===== src/rtl/tag_lookup_nway.sv =====
// N-way tag directory with per-set tree pseudo-LRU, one-cycle registered lookup,
// fill/invalidate write ports and a set-by-set flush sweep.
module tag_lookup_nway #(
  parameter int WAYS  = 2,
  parameter int SETS  = 8,
  parameter int TAG_W = 9,
  localparam int IDX_W = $clog2(SETS),
  localparam int WAY_W = $clog2(WAYS)
) (
  input  logic             clk,
  input  logic             rst,
  input  logic             req_valid,
  input  logic [IDX_W-1:0] req_index,
  input  logic [TAG_W-1:0] req_tag,
  output logic             req_ready,
  output logic             resp_valid,
  output logic             resp_hit,
  output logic [WAY_W-1:0] resp_way,
  output logic [WAY_W-1:0] resp_victim,
  input  logic             fill_valid,
  input  logic [IDX_W-1:0] fill_index,
  input  logic [WAY_W-1:0] fill_way,
  input  logic [TAG_W-1:0] fill_tag,
  input  logic             inval_valid,
  input  logic [IDX_W-1:0] inval_index,
  input  logic [WAY_W-1:0] inval_way,
  input  logic             flush_start,
  output logic             busy,
  output logic             flush_done
);

  localparam logic [0:0] IDLE  = 1'b0;
  localparam logic [0:0] FLUSH = 1'b1;
  localparam logic [IDX_W-1:0] LAST_SET = IDX_W'(SETS - 1);

  logic [TAG_W-1:0] tag_reg   [SETS][WAYS];
  logic [WAYS-1:0]  valid_reg [SETS];
  logic [WAYS-2:0]  plru_reg  [SETS];
  logic [0:0]       state_reg;
  logic [IDX_W-1:0] count_reg;

  logic             accept, fill_en, inval_en;
  logic [WAYS-1:0]  set_valid, hit_vec;
  logic             hit_any, has_free;
  logic [WAY_W-1:0] hit_way, free_way, victim;

  // Heap-ordered tree: node n has children 2n+1 / 2n+2; a 0 bit points the victim left.
  function automatic logic [WAY_W-1:0] plru_victim(input logic [WAYS-2:0] bits);
    logic [WAY_W-1:0] way;
    int node;
    way  = '0;
    node = 0;
    for (int l = 0; l < WAY_W; l++) begin
      way[WAY_W-1-l] = bits[node];
      node = 2 * node + 1 + (bits[node] ? 1 : 0);
    end
    return way;
  endfunction

  // Every node on the path to the touched way is turned to point away from it.
  function automatic logic [WAYS-2:0] plru_touch(input logic [WAYS-2:0] bits,
                                                 input logic [WAY_W-1:0] way);
    logic [WAYS-2:0] r;
    int node;
    r    = bits;
    node = 0;
    for (int l = 0; l < WAY_W; l++) begin
      r[node] = ~way[WAY_W-1-l];
      node = 2 * node + 1 + (way[WAY_W-1-l] ? 1 : 0);
    end
    return r;
  endfunction

  assign busy       = (state_reg == FLUSH);
  assign req_ready  = !busy && !rst;
  assign flush_done = busy && (count_reg == LAST_SET);
  assign accept     = req_valid && req_ready;
  assign fill_en    = fill_valid && !busy;
  assign inval_en   = inval_valid && !busy;
  assign set_valid  = valid_reg[req_index];

  generate
    for (genvar gi = 0; gi < WAYS; gi++) begin : g_cmp
      assign hit_vec[gi] = set_valid[gi] && (tag_reg[req_index][gi] == req_tag);
    end
  endgenerate

  // Downward scans so the lowest-numbered matching / free way is what remains.
  always_comb begin
    hit_any  = |hit_vec;
    has_free = ~&set_valid;
    hit_way  = '0;
    free_way = '0;
    for (int w = WAYS - 1; w >= 0; w--) begin
      if (hit_vec[w])    hit_way  = WAY_W'(w);
      if (!set_valid[w]) free_way = WAY_W'(w);
    end
    victim = has_free ? free_way : plru_victim(plru_reg[req_index]);
  end

  always_ff @(posedge clk) begin
    if (rst) begin
      for (int s = 0; s < SETS; s++) begin
        valid_reg[s] <= '0;
        plru_reg[s]  <= '0;
      end
      state_reg   <= IDLE;
      count_reg   <= '0;
      resp_valid  <= 1'b0;
      resp_hit    <= 1'b0;
      resp_way    <= '0;
      resp_victim <= '0;
    end else begin
      resp_valid <= accept;
      if (accept) begin
        resp_hit    <= hit_any;
        resp_way    <= hit_any ? hit_way : '0;
        resp_victim <= victim;
      end
      if (accept && hit_any)
        plru_reg[req_index] <= plru_touch(plru_reg[req_index], hit_way);
      // Later assignments win: fill PLRU beats hit PLRU, invalidate beats fill valid.
      if (fill_en) begin
        tag_reg[fill_index][fill_way]   <= fill_tag;
        valid_reg[fill_index][fill_way] <= 1'b1;
        plru_reg[fill_index]            <= plru_touch(plru_reg[fill_index], fill_way);
      end
      if (inval_en)
        valid_reg[inval_index][inval_way] <= 1'b0;

      case (state_reg)
        IDLE: begin
          if (flush_start) begin
            state_reg <= FLUSH;
            count_reg <= '0;
          end
        end
        FLUSH: begin
          valid_reg[count_reg] <= '0;
          plru_reg[count_reg]  <= '0;
          if (count_reg == LAST_SET)
            state_reg <= IDLE;
          else
            count_reg <= count_reg + IDX_W'(1);
        end
        default: state_reg <= IDLE;
      endcase
    end
  end

endmodule


===== config.mk =====
export PLATFORM = sky130hd
export DESIGN_NAME = tag_lookup_nway
export DESIGN_NICKNAME = d
export VERILOG_FILES = /design/src/rtl/tag_lookup_nway.sv
export SDC_FILE = /design/constraint.sdc
export NUM_CORES = 1
export LEC_CHECK = 0
export CORE_MARGIN = 3
export CORE_UTILIZATION = 54
export DETAILED_ROUTE_END_ITERATION = 7
export GPL_TIMING_DRIVEN = 0
export PLACE_DENSITY_LB_ADDON = 0.3
export SYNTH_ARGS = -nofsm -noshare
export SYNTH_HDL_FRONTEND = slang
export SYNTH_SLANG_ARGS = --single-unit

===== constraint.sdc =====
create_clock -name clk -period 3.2 [get_ports clk]
set_clock_uncertainty 0.05 [all_clocks]
set_input_delay 0.64 -clock clk [delete_from_list [all_inputs] [get_ports clk]]
set_output_delay 0.64 -clock clk [all_outputs]
set_load 0.01 [all_outputs]

==> results of run 1 <==
[cell usage after synthesis (2+ instances only)]
library cell	n	area [sq um]
mux2i_1	32	320
a31oi_1	4	25.0
a22oi_1	7	52.6
or2_2	2	12.5
buf_4	3	22.5
or3_1	9	56.3
nor3_1	16	80.1
clkbuf_1	13	48.8
nor4_1	2	12.5
a211oi_1	15	113
nand3_1	6	30.0
o2111ai_1	2	17.5
o22ai_1	8	50.1
nand4_1	2	12.5
a311oi_1	4	35.0
o21ai_1	8	40.0
a31o_2	2	17.5
xnor2_1	8	70.1
xor2_1	5	43.8
buf_2	8	40.0
o21ai_0	4	20.0
a22o_1	2	17.5
and4_1	2	17.5
and3_1	8	50.1
inv_1	4	15.0
a21oi_1	23	115
ha_1	2	25.0
mux4_2	32	721
nand2_1	33	124
nor3b_1	3	22.5
dfxtp_1	24	480
edfxtp_1	152	4560
buf_1	4	15.0
nand2b_1	9	56.3
nor2_1	35	131
and2_1	4	25.0
nor2b_1	25	156
[worst max path at each step]
stage / cells past startpoint / from / endpoint
finish: 8 / rst / plru_reg[2]
global route: 9 / req_index[0] / plru_reg[5]
CTS: 9 / req_index[0] / plru_reg[2]
detailed placement: 10 / req_index[2] / plru_reg[2]
global placement: 10 / req_index[2] / plru_reg[5]
floorplan: 9 / req_index[2] / plru_reg[5]
[timing repair]
action / CTS / global route
gates cloned: 0 / 0
gates resized for setup: 14 / 11
setup endpoints to repair: 83 / 9
[logic make-up (layout without fill, tap and decap cells)]
kind of cell             Yosys count  in the layout
flip-flops                       176            176
AND/OR/NAND/NOR                  162            162
AO/OA/AOI/OAI                     85             85
multiplexers                      65             65
buffers and inverters             33             99
XOR/XNOR                          13             13
adder cells (fa/ha/maj)            2              2
[critical path: stages]
cell and delay [ns]:
clkdlybuf4s50_1 0.43, clkbuf_1 0.25, nor2_2 0.41, nand2_1 0.26, or2_2 0.40, nor4_1 0.38
a31oi_1 0.17, o21ai_1 0.22
[power by group through the flow]
| stage | registers [mW] | logic [mW] | clock network, mW |
|---|---|---|---|
| 3_5_place_dp | 2.58 | 0.382 | 0 |
| 5_1_grt | 2.53 | 0.423 | 2.22 |
| 2_1_floorplan | 2.57 | 0.231 | 0 |
| 4_1_cts | 2.53 | 0.388 | 2.13 |
| 3_3_place_gp | 2.57 | 0.373 | 0 |
| 6_report | 2.53 | 0.392 | 2.11 |
[cell type report]
class,count,area share [%]
flip-flops and latches,176,55.8
multi-input cells,327,29.2
clock buffers,17,4.70
repair buffers,35,3.87
well taps,180,2.49
clock inverters,15,2.14
plain buffers,28,1.69
inverters,4,0.166
[stage by stage]
| stage | util (%) | hold slack, ns |
|---|---|---|
| 2_1_floorplan | - | 0.461 |
| 3_3_place_gp | 59.9 | 0.418 |
| 3_5_place_dp | 59.9 | 0.426 |
| 4_1_cts | 64.5 | 0.444 |
| 5_1_grt | 64.7 | 0.494 |
| 6_report | 64.7 | 0.437 |
[metal layers]
layer / up-vias / GRT usage [%]
met1: 2496 / 33.5
met2: 253 / 39.1
li1: 2217 / -
met5: - / 0
met4: 0 / 7.07
met3: 31 / 5.26
==> out/results.ini, run 1 <==
[logic_synthesis]
ys_seq_area_share_pct=64.7
synthMuxAreaShare_pct=13.5
synth_edf_count=152
synth_top_family_by_area=multiplexers
synthAdderAreaFrac_pct=0.321
ys_seq_elements=176
synthArstFlopShare_pct=0
syn_area_per_cell_sq_um=14.6
ys_types=51
syn_inst=536
synth_compound_area_share_pct=7.22
synth-simple-area-share_pct=10.9
yosysWarnings=0
syn_area_sq_mm=0.00780
synthFlopType=edfxtp_1
synth_xor_xnor_area_share_pct=1.46
synth_nets=573

[sta]
tightestPinTransition_ns=0.659
setup-tns-final_ns=0
fmax_ghz=0.326
min_period_over_period_pct=95.8
rsz0062_at_grt=false
report.final.setup_viol=0
final.setup.worst_slack_ns=0.134
drv_slew=0
hold_violations=0
slew_headroom_pct=56.0
period_minus_slack_ns=3.07

[drt]
num_vias=4997
viasPerCell=6.39
wl_met1_um=7720
first_iter_violations=667
route.detailed.drc=0
met2RoutedLength_um=9200
ant_nets=0
dr_wl_met3_um=1270
wire_per_inst_um=23.7
wl_um=18500
drtPass1Iterations=5
highest_layer=met4

[power]
swShare_pct=24.2
seq_power_share_pct=50.3
clkPwrFrac_pct=41.9
finalPower_mw=5.02
combPwrFrac_pct=7.8
p_leak_nw=2.99
power_density_mw_per_mm2=555
p_int_mw=3.80
p_sw_mw=1.22
irDropWorstVdd_v=0.000488

[die]
fp.dieH_um=126
rows=43
core_area_sq_mm=0.0140
initial_core_util_pct=55.8
io_pins=42
die_width_um=126
die_area_sq_mm=0.0159

[cells_and_area]
syn_to_final_growth_pct=15.9
multi_input_area_sq_mm=0.00264
largest_reg_flops=144
fillers=1003
nNetsFinal=626
layout_common_cells=edfxtp_1, clkdlybuf4s50_1, nand2_1
drive_above_1_share_pct=16.8
final_area_sq_mm=0.00904
antenna_cells=0
final_cells=782
mostFrequentLayoutCell=edfxtp_1
ff_latch_area_sq_mm=0.00504

[clock_tree]
clockRootBuffer=clkbuf_16
cts_buffers=17
cts_sinks=176
htreeDepth=4
cts_tree=built
clock_latency_ns=0.44
holdBufCountCts=0
postCtsSetupBuffers=0
clockBufferDepth=2
cts.clk_slew.worst_paths_ns=0.07

[placed_design]
dpl.cell_count=751
post-place-ws_ns=-0.658
portBuffers=35
place_area_sq_mm=0.00838
hpwl_um=12600
gp_congestion=0.925

[critical_path]
required_ns=3.29
end_kind=register
cp.arrival_ns=3.16
critPathKind=in2reg
start_kind=input port
worstRegToRegCells=7
crit_path_max_fanout=10
r2r_end=plru_reg[2]
regToRegStartpoint=tag_reg[0][16]
r2r_slack_ns=0.37

[run_status]
status=completed

[grt]
track_usage_pct=24.2
grt_max_degree=20
grt_pass1_wl_um=28500
grt_pass1_vias=4812
grt_remaining_overflow=0
antenna_found_initial=0

[hold_path]
whs_endpoint=resp_victim
min_path_type=reg2reg
hp-start=resp_victim
whs_path_depth=2

[run]
cap_violations=0

(Power assumes the default switching activity.)
==> run 2: changes to the inputs <==
Settings changed: CORE_ASPECT_RATIO set to 2, PLACE_DENSITY set to 0.87, PLACE_DENSITY_LB_ADDON 0.3 to not set.
==> run 2 against run 1 <==
Against the previous run: die area grew 0.55%; utilization is 0.18 points lower; first-iteration DRC count shrank 48%; global-route usage increased by 1.7 points; routed wire length is 7.1% higher; sequential share of layout area is 0.062 points lower; hold slack gained 0.033 ns; combinational power is 3% higher; critical path type unchanged; worst setup slack got worse by 0.066 ns; power down 1.4%.
==> out/results.ini, run 2 (synthesized netlist as in run 1, its figures left out) <==
[die]
die_area_sq_mm=0.0160  ; was 0.0159 sq mm
fp.dieH_um=176  ; was 126 um
io_pins=42  ; unchanged
die_width_um=91.0  ; was 126 um
rows=61  ; was 43
core_area_sq_mm=0.0140  ; about the same
initial_core_util_pct=55.6  ; was 55.8%

[drt]
viasPerCell=6.30  ; was 6.39
ant_nets=0  ; unchanged
first_iter_violations=346  ; was 667
route.detailed.drc=0  ; unchanged
drtPass1Iterations=7  ; was 5
wl_um=19900  ; was 18500 um
num_vias=4980  ; was 4997
wire_per_inst_um=25.1  ; was 23.7 um

[critical_path]
cp_common_cell=buf_4
slowest_delay_ns=0.37  ; was 0.43 ns
crit_family=buffers and inverters  ; was simple AND/OR/NAND/NOR gates
required_ns=3.29  ; about the same
cp.arrival_ns=3.22  ; was 3.16 ns
start_kind=input port  ; unchanged
regToRegStartpoint=tag_reg[7][9]  ; was tag_reg[0][16]
crit_path_max_fanout=10  ; unchanged
startpoint=req_index[2]  ; was rst
worst-path-buf-inv=3  ; was 2
end_kind=register  ; unchanged
cp_slowest_cell=a2111o_1  ; was clkdlybuf4s50_1
crit_chain=buf_2 > buf_4 > buf_4 > mux4_2 > mux2i_2 > xnor2_1 > a2111o_1 > nor4_2 > a31oi_2 > o21ai_1  ; was clkdlybuf4s50_1 > clkbuf_1 > nor2_2 > nand2_1 > or2_2 > nor4_1 > a31oi_1 > o21ai_1
critPathKind=in2reg  ; unchanged

[sta]
drv_slew=0  ; unchanged
min_period_over_period_pct=97.9  ; was 95.8%
setup-tns-final_ns=0  ; unchanged
slew_headroom_pct=52.6  ; was 56.0%
report.final.setup_viol=0  ; unchanged
fmax_ghz=0.319  ; was 0.326 GHz
hold_violations=0  ; unchanged
rsz0062_at_grt=false  ; unchanged
period_minus_slack_ns=3.13  ; was 3.07 ns
tightestPinTransition_ns=0.710  ; was 0.659 ns
whs_ns=0.470  ; was 0.437 ns

[clock_tree]
clock_latency_ns=0.44  ; about the same
cts_sinks=176  ; unchanged
cts_tree=built  ; unchanged
clockRootBuffer=clkbuf_16  ; unchanged
cts_buffers=17  ; unchanged
holdBufCountCts=0  ; unchanged
cts.clk_slew.worst_paths_ns=0.07  ; about the same
clockBufferDepth=2  ; unchanged
htreeDepth=4  ; unchanged

[grt]
grt_remaining_overflow=0  ; unchanged
grt_max_degree=20  ; unchanged
antenna_found_initial=0  ; unchanged
track_usage_pct=25.8  ; was 24.2%
grt_pass1_wl_um=30100  ; was 28500 um
grt_pass1_vias=5311  ; was 4812

[placed_design]
hpwl_um=14200  ; was 12600 um
gp_congestion=1.01  ; was 0.925
dpl.cell_count=760  ; was 751
portBuffers=35  ; unchanged
place_area_sq_mm=0.00839  ; was 0.00838 sq mm

[power]
p_int_mw=3.73  ; was 3.80 mW
power_density_mw_per_mm2=547  ; was 555 mW/mm^2
seq_power_share_pct=51.0  ; was 50.3%
p_leak_nw=2.98  ; was 2.99 nW
irDropWorstVdd_v=0.000504  ; was 0.000488 V
clkPwrFrac_pct=40.8  ; was 41.9%
p_sw_mw=1.23  ; was 1.22 mW
swShare_pct=24.8  ; was 24.2%
combPwrFrac_pct=8.1  ; was 7.8%

[run]
cap_violations=0  ; unchanged

[hold_path]
min_path_type=reg2reg  ; unchanged
hp-start=resp_victim  ; unchanged

[cells_and_area]
antenna_cells=0  ; unchanged
final_cells=790  ; was 782
final_area_sq_mm=0.00905  ; was 0.00904 sq mm
mostFrequentLayoutCell=edfxtp_1  ; unchanged
syn_to_final_growth_pct=16.1  ; was 15.9%
layout_common_cells=edfxtp_1, clkdlybuf4s50_1, nand2_1  ; unchanged
drive_above_1_share_pct=17.1  ; was 16.8%
final_core_utilization_pct=64.5  ; was 64.7%
largest_reg_flops=144  ; unchanged
nNetsFinal=626  ; unchanged

[run_status]
status=completed  ; unchanged

==> run 2: cell count changes in the layout (fill, tap and decap cells not counted), sizes merged <==
cell      before  now
bufinv         1    0
clkinvlp       0    1
clkbuf        33   29
buf           12   16
clkinv         8    6
inv           10   11
==> run 2: area by class of cell <==
type | instances | area (sq um)
well taps | 189 | 236
inverters | 4 | 15.0
clock inverters | 14 | 166
clock buffers | 17 | 425
fillers | 1017 | 4990
flip-flops and latches | 176 | 5040
plain buffers | 28 | 156
multi-input cells | 327 | 2660
repair buffers | 35 | 350
==> run 2: worst register-to-register path, cell delays in order (launching register included) <==
cell      delay (ns)
edfxtp_1        0.38
mux4_2          0.49
mux2i_1         0.31
xnor2_1         0.10
or4_4           0.50
nor3_4          0.29
a31oi_2         0.19
o21ai_1         0.27
==> run 2: final timing paths <==
path                                    end  slack [ns]  depth (start not counted)
worst max register to register  plru_reg[6]        0.31                          7
worst max-delay path            plru_reg[3]        0.07                         10
worst min register to register  resp_victim        0.47                          2
worst min-delay path            resp_victim        0.47                          2
==> run 2: what timing repair did <==
action / 4_1_cts / 5_1_grt
pin swaps: 0 / 0
resized for setup: 20 / 10
hold endpoints to repair: 0 / 0
setup buffers: 0 / 0
endpoints found under the setup margin: 81 / 79
==> run 2: layer usage <==
metal | vias to the layer above | part of all wire, % | wire [um] | GRT usage, %
met4 | 0 | 6.5 | 1300 | 17.6
met5 | - | 0 | 0 | 0
met2 | 262 | 54 | 10700 | 46.4
met1 | 2431 | 34 | 6650 | 26.7
met3 | 86 | 5.8 | 1160 | 5.16
li1 | 2201 | - | - | -
==> run 2: power groups by stage <==
stage	logic (mW)	clock network [mW]	registers (mW)
3_5_place_dp	0.387	0	2.58
5_1_grt	0.428	2.14	2.53
2_1_floorplan	0.231	0	2.57
3_3_place_gp	0.379	0	2.58
6_report	0.403	2.02	2.53
4_1_cts	0.393	2.04	2.53
==> run 2: metrics by stage <==
| stage | total power [mW] | setup WS [ns] |
|---|---|---|
| CTS | 4.96 | 0.0207 |
| global route | 5.09 | 0.000369 |
| floorplan | 2.81 | 0.117 |
| finish | 4.95 | 0.0683 |
| global placement | 2.95 | -0.857 |
| detailed placement | 2.97 | -0.884 |
